**config.mk**
```make
export PLATFORM = sky130hd
export DESIGN_NAME = fetch_line_ctrl
export DESIGN_NICKNAME = d
export VERILOG_FILES = /design/src/rtl/fetch_line_ctrl.sv
export SDC_FILE = /design/constraint.sdc
export NUM_CORES = 1
export LEC_CHECK = 0
export ABC_AREA = 1
export BUFFER_PORTS_ARGS = -buffer_cell sky130_fd_sc_hd__buf_4
export CAP_MARGIN = 20
export CORE_MARGIN = 2
export CORE_UTILIZATION = 49
export DETAILED_ROUTE_END_ITERATION = 10
export PLACE_DENSITY = 0.8
export SYNTH_ARGS = -nofsm -noshare
export SYNTH_HDL_FRONTEND = slang
export SYNTH_SLANG_ARGS = --single-unit
```
**constraint.sdc**
```tcl
create_clock -name clk_i -period 2 [get_ports clk_i]
set_clock_uncertainty 0.15 [all_clocks]
set_input_delay 0.3 -clock clk_i [delete_from_list [all_inputs] [get_ports clk_i]]
set_output_delay 0.3 -clock clk_i [all_outputs]
set_load 0.05 [all_outputs]
```
**src/rtl/fetch_line_ctrl.sv**
```systemverilog
// fetch_line_ctrl: holds one instruction line, serves hits and runs one refill at a time
module fetch_line_ctrl #(
   parameter int XLEN          = 32,
   parameter int ILEN          = 32,
   parameter int OFFSET        = 2,
   parameter int ICACHE_OFFSET = 2,
   parameter int LINE_W        = ILEN * (2 ** ICACHE_OFFSET)
) (
   input  logic              clk_i,
   input  logic              rst_n_i,
   input  logic              pc_valid_i,
   input  logic [XLEN-1:0]   pc_i,
   input  logic              flush_i,
   input  logic              here_i,
   input  logic              will_be_here_i,
   output logic [XLEN-1:0]   line_pc_o,
   output logic              line_valid_o,
   output logic [XLEN-1:0]   prev_pc_o,
   output logic              req_valid_o,
   input  logic              req_ready_i,
   output logic [XLEN-1:0]   req_addr_o,
   input  logic              resp_valid_i,
   input  logic [LINE_W-1:0] resp_line_i,
   output logic              instr_valid_o,
   output logic [ILEN-1:0]   instr_o,
   output logic              busy_o
);
   localparam int AW = ICACHE_OFFSET + OFFSET;
   localparam logic [XLEN-1:0] MASK = ~((XLEN'(1) << AW) - XLEN'(1));
   typedef enum logic [1:0] {IDLE, REQ, WAIT, DRAIN} state_t;
   state_t state, state_n;
   logic [XLEN-1:0] pend_pc;
   logic [LINE_W-1:0] line_q;
   logic abort, abort_n, start, fill;
   logic unused;
   assign unused = will_be_here_i;
   assign prev_pc_o = pend_pc;
   assign req_addr_o = pend_pc;
   assign req_valid_o = state == REQ;
   assign busy_o = state != IDLE;
   assign instr_valid_o = rst_n_i & pc_valid_i & here_i & ~flush_i;
   assign instr_o = line_q[ILEN*int'(pc_i[AW-1:OFFSET]) +: ILEN];
   // next-state, abort tracking and line-fill decision
   always_comb begin
      state_n = state;
      abort_n = 1'b0;
      start = 1'b0;
      fill = 1'b0;
      case (state)
         IDLE: if (pc_valid_i && !here_i && !flush_i) begin
            state_n = REQ;
            start = 1'b1;
         end
         REQ: begin
            abort_n = abort | flush_i;
            if (req_ready_i) begin
               state_n = (abort || flush_i) ? DRAIN : WAIT;
               abort_n = 1'b0;
            end
         end
         WAIT: if (resp_valid_i) begin
            state_n = IDLE;
            fill = !flush_i;
         end else if (flush_i) state_n = DRAIN;
         DRAIN: if (resp_valid_i) state_n = IDLE;
         default: state_n = IDLE;
      endcase
   end
   // state, pending address and held line registers
   always_ff @(posedge clk_i) begin
      if (!rst_n_i) begin
         state <= IDLE;
         abort <= 1'b0;
         pend_pc <= '0;
         line_pc_o <= '0;
         line_q <= '0;
         line_valid_o <= 1'b0;
      end else begin
         state <= state_n;
         abort <= abort_n;
         if (start) pend_pc <= pc_i & MASK;
         if (fill) begin
            line_q <= resp_line_i;
            line_pc_o <= pend_pc;
         end
         line_valid_o <= flush_i ? 1'b0 : (fill | line_valid_o);
      end
   end
endmodule

```
Yosys cells after proc, flatten, opt, wreduce, memory -nomap -nowiden
Cells that the tools add are included.
- eq/ne operators: 7
- bitwise logic cells: 8
- reductions and logical operators: 10
- shifts and indexed selects: 1
- muxes and demuxes: 11
- operators with widths (kind ; count):
    $shiftx A128 B8 Y32 ; 1
    $mux W2 ; 5
    $pmux W2 S4 ; 1
    $mux W1 ; 5
    $eq A2 B2 Y1 const B ; 2
    $ne A2 B2 Y1 const B ; 2
    $reduce_and A4 Y1 ; 1
    $and A1 B1 Y1 ; 3
    $ne A3 B3 Y1 const B ; 1
    $not A1 Y1 ; 3
    $reduce_or A3 Y1 ; 1
    $eq A2 B1 Y1 const B ; 1
    $logic_and A1 B1 Y1 ; 2
    $logic_not A1 Y1 ; 2
    $logic_not A2 Y1 ; 1
    $ne A2 B1 Y1 const B ; 1
    $or A1 B1 Y1 ; 2
    $reduce_bool A2 Y1 ; 1
    $reduce_or A2 Y1 ; 1
    $logic_or A1 B1 Y1 ; 1
- register bits: 188
- output and inout bits: 132
- bits of input ports: 168
- word-level logic and storage cells: 43

Logic depth before layout (Yosys ltp)
Gate-level depths: netlist of run 1.
- depth after elaboration: 5
- mapped depth: 8
- depth with buffers taken out: 7

Least setup slack after synthesis of run 1
Ideal clock, no wire load.
- path kind: input-to-output
- start: in pc_i[2]
- end: out instr_o[10]
- setup slack: -0.116 ns
- arrival: 1.666 ns
- buffers on the path: 2
- required time: 1.550 ns
- stages on the path: 4
- cell sequence: clkbuf_1 -> clkbuf_1 -> nor2_1 -> o22ai_1
- longest elaborated chain between the ends: 1
- ends and longest elaborated chain (item ; RTL line ; text):
    from (decl) ; 12 ; input logic [XLEN-1:0] pc_i,
    $shiftx A128 B8 Y32 ; 42 ; assign instr_o = line_q[ILEN*int'(pc_i[AW-1:OFFSET]) +: ILEN];
    to (decl) ; 25 ; output logic [ILEN-1:0] instr_o,
Every way passes these cells.

Final worst setup path of run 1
- start: in pc_i[2]
- end: out instr_o[8]
The elaborated chain is that of the path after synthesis.

==> results.md, run 1 <==
- Via count: between 8000 and 9000
- Vias in the first global route: between 8000 and 9000
- Fmax: roughly 530 MHz
- CP Launch Type: primary input
- CTS tree: yes
- Req. time, crit path: 1.55 ns
- CP max FO: 34
- Area grow syn2layout: 57.32%
- Worst rel slew slack: 0.6525
- Worst hold slack: a little over 0.04 ns
- Die span in x: approximately 130 um
- Crit path from: pc_i[2]
- Via/cell ratio: around 5.4
- Commonest non-fill, non-tap cell in the layout: nor2_1
- Worst Max-Slew Pin Slew: around 0.52 ns
- Floorplan core area: around 15000 um2
- CP Class: in2out
- Worst min-delay path startpoint: req_ready_i
- GRT met3 Usage: 0.07803
- Inserted Clock Buffers: 17
- First-pass detailed-route iteration total: 5
- Avg Cell Area, Syn: between 7 and 8 um2
- Final ANT Viol Nets: 0
- Pins Over Slew Limit: 0
- Part of the cycle the worst path needs: 0.9350
- Placer Congestion: around 0.84
- Buffers inserted by post-CTS timing repair: 0
- Busiest grt layer: met2
- Setup violators final: 0
- Io pins: 300
- Worst-Skew Late Latency: 0.43 ns
- Syn. warnings: 0
- Post-synthesis cell count: 1065
- Most frequent cells in the layout: nor2_1, buf_4, o21ai_0
- Die Y: roughly 130 um
- Largest net degree at the start of global routing: between 80 and 90
- Clock transition at path regs: approximately 0.07 ns
- Die ar.: between 15000 and 20000 um2
- Critical path capture point type: primary output
- Fin crit period: ~1.9 ns
- GR Util met2: 0.5796
- Register area share after synthesis: 0.4905
- Status: completed
- H-tree depth: 4
- GRT Util Overall: 0.3321
- Reg2reg start: state[0]
- DRC Markers: 0
- Drt total wl: about 28 mm
- Final worst-path setup slack: ~0.13 ns
- Fin. Hold Viols: 0
- Sink Count: roughly 190
- GRT overflow: 0
- Yosys reg bits: about 190
- Mapped cell area: 7672 um2
- Power per cell area: 954.3 nW/um2
- Leakage: around 5.8 nW
- Place WS: around 0.20 ns
- Clock root buffer: clkbuf_16
- WP data arrival: 1.42 ns
- Maxcap violations: 0
- Initial antenna violation count: 0
- RSZ-0062 raised after global routing: false
- I/O Buffers: about 280
- Row cnt: between 40 and 50
- Max IR drop VDD: 0.0006370 V
- Post-DP HPWL: approximately 15 mm
- Global-route wire length before repair: between 40 and 50 mm
- Drt wl/cell: 16.99 um
- Hold Crit Class: in2reg
- Final #Nets: 1608
- GR Util met1: 0.3820
- DRT iter0 DRCs: approximately 760
- Cell variety after synth: 21
- R2R Setup Slk: around 0.15 ns
- Share of layout cells above drive strength 1: 0.2584
- Fin Setup TNS: 0 ns
- Maximum clock path buffer count: 2
- Initial Util: 0.5028
## state kept, by name, indices dropped and copies added (netlist names)
register and flops:
prev_pc_o 28, line_valid_o 1, line_q 128, line_pc_o 28, abort 1, state 2
## layer usage
| layer | routed length (um) | share of wire | up-vias |
|---|---|---|---|
| met2 | 14420 | 0.51 | 512 |
| met1 | 10560 | 0.37 | 4174 |
| li1 | - | - | 4164 |
| met5 | 0 | 0 | - |
| met4 | 1111 | 0.039 | 0 |
| met3 | 2204 | 0.078 | 102 |
## logic make-up (layout without fill, tap and decap cells)
kind of cell,after synthesis,after routing,share of synthesized area
AO/OA/AOI/OAI,282,282,0.1892
buffers and inverters,133,508,0.09083
flip-flops,188,188,0.4905
other,1,16,0.0004888
AND/OR/NAND/NOR,461,461,0.2290
## critical path, cell delays in order
cell	delay, ns
buf_4	0.11
buf_4	0.34
o21ai_0	0.20
o22ai_2	0.21
buf_4	0.24
## cells in the mapped netlist, drive strengths merged
library cell,number,area [um2]
dfxtp,188,3764
inv,14,52.55
nand3,6,30.03
nor3,2,21.27
clkinv,1,3.750
nor2,441,1658
conb,1,3.750
clkbuf,43,162.7
o22ai,32,200.2
buf,75,478.0
nand2,12,47.55
o21ai,248,1241
a21oi,2,10.01
## report_power, final
| group | switching [mW] | internal (mW) |
|---|---|---|
| Combinational | 2.30 | 1.22 |
| Clock | 1.50 | 2.06 |
| Sequential | 0.274 | 4.17 |
| Total | 4.07 | 7.44 |
## stage by stage
step,utilization,std cells,instance area [um2],power (mW)
2_1_floorplan,-,1076,7914,6.712
3_3_place_gp,0.6476,1476,9882,7.600
3_5_place_dp,0.6476,1476,9882,7.654
4_1_cts,0.7898,1662,12050,11.40
5_1_grt,0.7904,1662,12060,11.94
6_report,0.7911,1666,12070,11.52
## repair_timing
item	CTS	global route
setup endpoints to repair	0	7
endpoints found under the hold margin	156	0
hold buffers	156	0
gates resized for setup	0	3
## layout make-up
cell class | count | area [um2]
Tap cell | 211 | 264.0
Clock inverter | 10 | 140.1
Inverter | 15 | 61.31
Antenna cell | 4 | 10.01
Sequential cell | 188 | 3764
Timing Repair Buffer | 463 | 3911
Fill cell | 958 | 3188
Clock buffer | 20 | 466.7
Multi-Input combinational cell | 755 | 3453
## path summary, 6_finish.rpt
kind	cells after the start	endpoint
worst max-delay path	5	instr_o[8]
worst min-delay path	4	abort
worst min register to register	2	line_valid_o
worst max register to register	6	line_q[102]
Power figures use the tool's default switching activity.
==> inputs of run 2 (changes only) <==
--- a/config.mk
+++ b/config.mk
@@ -11,7 +11,8 @@
 export CORE_MARGIN = 2
 export CORE_UTILIZATION = 49
 export DETAILED_ROUTE_END_ITERATION = 10
-export PLACE_DENSITY = 0.8
+export GPL_TIMING_DRIVEN = 0
+export PLACE_DENSITY = 0.86
 export SYNTH_ARGS = -nofsm -noshare
 export SYNTH_HDL_FRONTEND = slang
 export SYNTH_SLANG_ARGS = --single-unit
==> run 2 against run 1 <==
The run now ends with negative setup slack left; worst hold slack got worse by 0.015 ns; largest power group unchanged; sequential share of layout area fell by 1.2 points; die area did not move; largest cell class unchanged; cell area rose by 3.8%; critical endpoint is now line_q[52]; critical path type is now reg2reg; cell count rose by 5.8%; first-iteration DRC count rose by 38%; maximum frequency fell by 8.1%.
==> results.md, run 2 (synthesis gave the netlist of run 1 again) <==
- Sink Count: between 150 and 200
- Drt wl/cell: roughly 19 um
- Gate power share: 0.321
- First-pass detailed-route iteration total: 6
- CP max-delay cell: dfxtp_1
- Fmax: 491.6 MHz
- Switching Fraction: 0.3597
- Worst-Skew Late Latency: 0.43 ns
- Place WS: -0.2436 ns
- Worst-path cell chain: inv_1 > nand2_2 > nor3_4 > buf_12 > inv_2 > buf_2 > buf_2 > nor2_1 > nor2_1
- Power per cell area: about 940 nW/um2
- H-tree depth: 4
- Inserted Clock Buffers: 17
- Internal power component: 7.529 mW
- Clock root buffer: clkbuf_16
- Final #Nets: roughly 1700
- CP max FO: 10
- Fin. Hold Viols: 0
- Worst Max-Slew Pin Slew: approximately 0.69 ns
- Pins Over Slew Limit: 0
- Part of the cycle the worst path needs: 1.017
- Hold Crit Class: in2reg
- Drt total wl: 33.35 mm
- Clk pwr share: 0.297
- Vias in the first global route: 9712
- Fill count: roughly 900
- Clock transition at path regs: approximately 0.07 ns
- Maximum clock path buffer count: 2
- DRT iter0 DRCs: 1041
- Max reg flops: roughly 130
- Final worst-path setup slack: -0.03421 ns
- CP Class: reg2reg
- Die Y: approximately 130 um
- Largest Register: line_q
- Die span in x: between 100 and 150 um
- Final ANT Viol Nets: 0
- GR Util met2: 0.6625
- Die ar.: 16670 um2
- Area grow syn2layout: 63.37%
- Fin crit period: 2.034 ns
- DRC Markers: 0
- Row cnt: 45
- GRT met3 Usage: 0.08960
- Setup violators final: 6
- Io pins: 300
- Maxcap violations: 0
- Placed instance area: 10300 um2
- Post-DP HPWL: ~19 mm
- Floorplan core area: 15260 um2
- Net Sw Power: roughly 4.2 mW
- Max IR drop VDD: 0.0006549 V
- Failing checks: negative setup slack
- Via count: 9880
- Req. time, crit path: 2.20 ns
- Global-route wire length before repair: ~50 mm
- Final Util: 0.8215
- Worst rel slew slack: 0.5414
- Most frequent cells in the layout: nor2_1, buf_4, o21ai_0
- Share of layout cells above drive strength 1: 0.2889
- Busiest grt layer: met2
- Leakage: between 6 and 7 nW
- Status: finished, violations left
- GRT overflow: 0
- Commonest non-fill, non-tap cell in the layout: nor2_1
- Largest net degree at the start of global routing: 17
- Flop pwr share: 0.382
- CP Launch Type: flip-flop
- Placer Congestion: 0.8812
- GR Util met1: 0.4336
- Overall power: 11.76 mW
- Via/cell ratio: roughly 5.6
- Slowest stage delay, CP: 0.45 ns
- Initial antenna violation count: 2
- Final Cell Area: 12530 um2
- I/O Buffers: approximately 280
- Initial Util: 0.5028
- WP data arrival: around 2.2 ns
- Critical path capture point type: flip-flop
- CTS tree: yes
- GRT Util Overall: 0.3886
[run 2: cell count changes in the layout (fill, tap and decap cells not counted), moves of 3 or more]
| cell | delta |
|---|---|
| buf_2 | +34 |
| clkbuf_2 | +13 |
| o21ai_0 | -3 |
| buf_4 | +23 |
| clkbuf_1 | +27 |
[run 2: power groups by stage]
stage / Combinational (mW) / Sequential [mW] / Clock [mW]
2_1_floorplan: 1.85 / 4.86 / 0
3_3_place_gp: 3.26 / 4.51 / 0
3_5_place_dp: 3.32 / 4.52 / 0
4_1_cts: 3.59 / 4.44 / 3.46
5_1_grt: 3.99 / 4.52 / 3.62
6_report: 3.78 / 4.49 / 3.49
[run 2: worst max-delay path: cells and delay by family, from the launching register on]
kind                   cells  cell delay, ns
DFF                        1            0.45
and+or+nand+nor            4            0.41
buffers and inverters      5            0.93
[run 2: worst paths after layout]
path,startpoint,to,slack [ns],cells past startpoint
setup / recovery,state[0],line_q[52],-0.03,9
hold / removal,resp_line_i[25],line_q[25],0.03,3
setup reg to reg,state[0],line_q[52],-0.03,9
hold reg to reg,line_q[65],line_q[65],0.36,2
[run 2: timing repair]
action | CTS | global route
endpoints found under the setup margin | 32 | 31
gates resized for setup | 14 | 20
hold buffers | 155 | 0
buffers inserted | 0 | 2
endpoints found under the hold margin | 155 | 0
gates cloned | 0 | 0
pin swaps | 0 | 0
[run 2: layout make-up]
class	count	area, um2	share of cell area
diodes	5	12.51	0.0009982
plain buffers	118	670.6	0.05350
clock buffers	20	456.7	0.03643
clock inverters	11	143.9	0.01148
inverters	15	60.06	0.004791
multi-input cells	755	3460	0.2760
flip-flops and latches	188	3764	0.3003
well taps	211	264.0	0.02106
repair buffers	440	3704	0.2955
[run 2: stage by stage]
stage                     setup TNS (ns)  hold slack [ns]  cells
after floorplan                        0           0.2849   1076
after global placement            -5.642           0.3051   1570
after detailed placement          -6.002           0.3278   1570
after CTS                              0          0.01786   1756
after global routing             -0.8291          0.03478   1760
final                           -0.07227          0.02593   1763
[run 2: layer usage]
| layer | routed length, um | vias up | share of wire |
|---|---|---|---|
| met1 | 11930 | 4531 | 0.36 |
| met3 | 2972 | 244 | 0.089 |
| met4 | 2603 | 0 | 0.078 |
| li1 | - | 4350 | - |
| met5 | 0 | - | 0 |
| met2 | 15850 | 755 | 0.48 |
==> inputs of run 3 (changes only) <==
--- a/config.mk
+++ b/config.mk
@@ -9,10 +9,10 @@
 export BUFFER_PORTS_ARGS = -buffer_cell sky130_fd_sc_hd__buf_4
 export CAP_MARGIN = 20
 export CORE_MARGIN = 2
-export CORE_UTILIZATION = 49
+export CORE_UTILIZATION = 33
 export DETAILED_ROUTE_END_ITERATION = 10
 export GPL_TIMING_DRIVEN = 0
-export PLACE_DENSITY = 0.86
+export PLACE_DENSITY = 0.64
 export SYNTH_ARGS = -nofsm -noshare
 export SYNTH_HDL_FRONTEND = slang
 export SYNTH_SLANG_ARGS = --single-unit
==> run 3 against run 2 <==
The flow now finishes without violations; core utilization is 26 points lower; sequential cell count is the same; sequential share of layout area shrank 0.25 points; cell area grew 0.85%; global-route usage shrank 16 points; register-to-register slack better by 0.12 ns; critical path depth fell by 1; die area up 47%; maximum frequency is 6.4% higher; wire length decreased by 12%; non-clock buffer count is the same; combinational power decreased by 4%; critical endpoint is now line_q[26]; largest cell class unchanged.
==> results.md, run 3 (synthesis gave the netlist of run 1 again) <==
- Sink Count: about 190
- Maximum clock path buffer count: 2
- Io pins: 300
- Part of the cycle the worst path needs: 0.9558
- Clock transition at path regs: roughly 0.07 ns
- Reg2reg start: state[1]
- Via/cell ratio: 4.782
- Fin Setup TNS: 0 ns
- Hold Path Stages: 4
- Critical path capture point type: flip-flop
- Row cnt: between 50 and 60
- Req. time, crit path: about 2.2 ns
- DRC Markers: 0
- Worst r2r path cells: 8
- Maxcap violations: 0
- CP Launch Type: flip-flop
- Via count: just under 9000
- Family with the most delay on the worst path: buffers and inverters
- GRT Util Overall: 0.2328
- Hold Crit Class: in2reg
- Floorplan core area: roughly 23000 um2
- CTS tree: yes
- Worst Max-Slew Pin Slew: 0.8542 ns
- Pins Over Slew Limit: 0
- Most frequent cells in the layout: nor2_1, buf_4, o21ai_0
- Initial Util: 0.3379
- Antenna diode count: 0
- Worst-path cell chain: nand2_2 > nor3_4 > buf_12 > inv_2 > clkbuf_4 > buf_2 > nor2_2 > nor2_1
- Placed instance area: 10400 um2
- CP Class: reg2reg
- Slowest stage delay, CP: roughly 0.44 ns
- Worst Hold Path EP: abort
- Worst min-delay path startpoint: req_ready_i
- Final ANT Viol Nets: 0
- Clock root buffer: clkbuf_16
- Busiest grt layer: met2
- Share of layout cells above drive strength 1: 0.2896
- DRT iter0 DRCs: ~570
- GR Util met1: 0.2904
- Power per cell area: 928.8 nW/um2
- WP data arrival: ~2.1 ns
- Die span in x: ~160 um
- GRT overflow: 0
- Max IR drop VDD: ~0.00056 V
- R2R Setup Slk: around 0.088 ns
- Post-DP HPWL: roughly 20 mm
- Area grow syn2layout: 64.76%
- H-tree depth: 4
- Status: completed
- Final Cell Area: between 10000 and 15000 um2
- First-pass detailed-route iteration total: 5
- Fmax: between 500 and 600 MHz
- Global-route wire length before repair: roughly 44 mm
- Vias in the first global route: 8367
- Largest net degree at the start of global routing: 17
- Drt wl/cell: between 15 and 20 um
- Inserted Clock Buffers: 17
- I/O Buffers: between 200 and 300
- Largest Register: line_q
- Worst rel slew slack: 0.4305
- GR Util met2: 0.3917
- Crit. path cell count: 8
- Fin. Hold Viols: 0
- Placer Congestion: 0.8203
- Max reg flops: roughly 130
- Die Y: 156.5 um
- Fin crit period: between 1.5 and 2 ns
- Setup violators final: 0
- Final #Nets: 1703
- GRT met3 Usage: 0.04736
- Die ar.: about 24000 um2
- CP max FO: 10
- Non-Filler Instances: roughly 1800
- CP max-delay cell: dfxtp_1
- Commonest non-fill, non-tap cell in the layout: nor2_1
- Initial antenna violation count: 0
- CP bufs+invs: 4
- Leakage: 6.134 nW
- Drt total wl: roughly 30 mm
- Worst-Skew Late Latency: approximately 0.43 ns
- R2r endpoint: line_q[26]
- Post-Place Cells: about 1600
run 3: changes by cell type in the layout (fill, tap and decap cells not counted), sizes merged:
cell / before / now
inv: 14 / 18
dlygate4sd3: 155 / 156
bufinv: 3 / 4
clkbuf: 61 / 62
buf: 362 / 358
diode: 5 / 0
clkinvlp: 5 / 2
run 3: report_power, final:
| part | leakage, nW | internal, mW | switching, mW |
|---|---|---|---|
| Combinational | 4.30 | 1.33 | 2.31 |
| Sequential | 1.52 | 4.17 | 0.274 |
| Clock | 0.307 | 2.13 | 1.52 |
run 3: worst max path at each step:
stage | startpoint | endpoint | slack (ns)
after floorplan | pc_i[2] | instr_o[23] | 0.17
after global placement | pc_i[2] | instr_o[27] | -0.23
after detailed placement | pc_i[2] | instr_o[27] | -0.20
after CTS | pc_i[2] | instr_o[23] | 0.0009
after global routing | state[1] | line_q[31] | -0.02
final | state[1] | line_q[26] | 0.09
run 3: metal layers:
metal / vias up / routed length (um)
met2: 324 / 13960
met1: 4031 / 12570
met5: - / 0
li1: 4352 / -
met3: 54 / 1838
met4: 0 / 922
run 3: final cells by class:
type / instances / area [um2]
multi-input cells: 755 / 3458
flip-flops and latches: 188 / 3764
repair buffers: 440 / 3706
plain buffers: 118 / 670.6
clock inverters: 13 / 186.4
fillers: 2097 / 10070
well taps: 285 / 356.6
inverters: 15 / 60.06
clock buffers: 18 / 439.2
run 3: worst register-to-register path: cells and delay by family (launching register included):
family	cells	cell delay, ns
flip-flops	1	0.44
AND/OR/NAND/NOR	4	0.56
buffers and inverters	4	0.66
run 3: per-stage QoR:
stage          utilization  power (mW)  hold slack [ns]  worst slack, ns
3_5_place_dp        0.4577       7.866           0.3250          -0.2047
5_1_grt             0.5566       12.29          0.02565         -0.01513
3_3_place_gp        0.4577       7.834           0.3081          -0.2272
2_1_floorplan            -       6.712           0.2849           0.1690
6_report            0.5566       11.74          0.03144          0.08845
4_1_cts             0.5549       11.78          0.01358        0.0008836
run 3: what timing repair did:
item	CTS	global route
resized for setup	15	14
hold buffers	156	0
endpoints found under the hold margin	156	0
pin swaps	0	1
setup endpoints to repair	32	68
gates cloned	0	0
buffers inserted	0	1
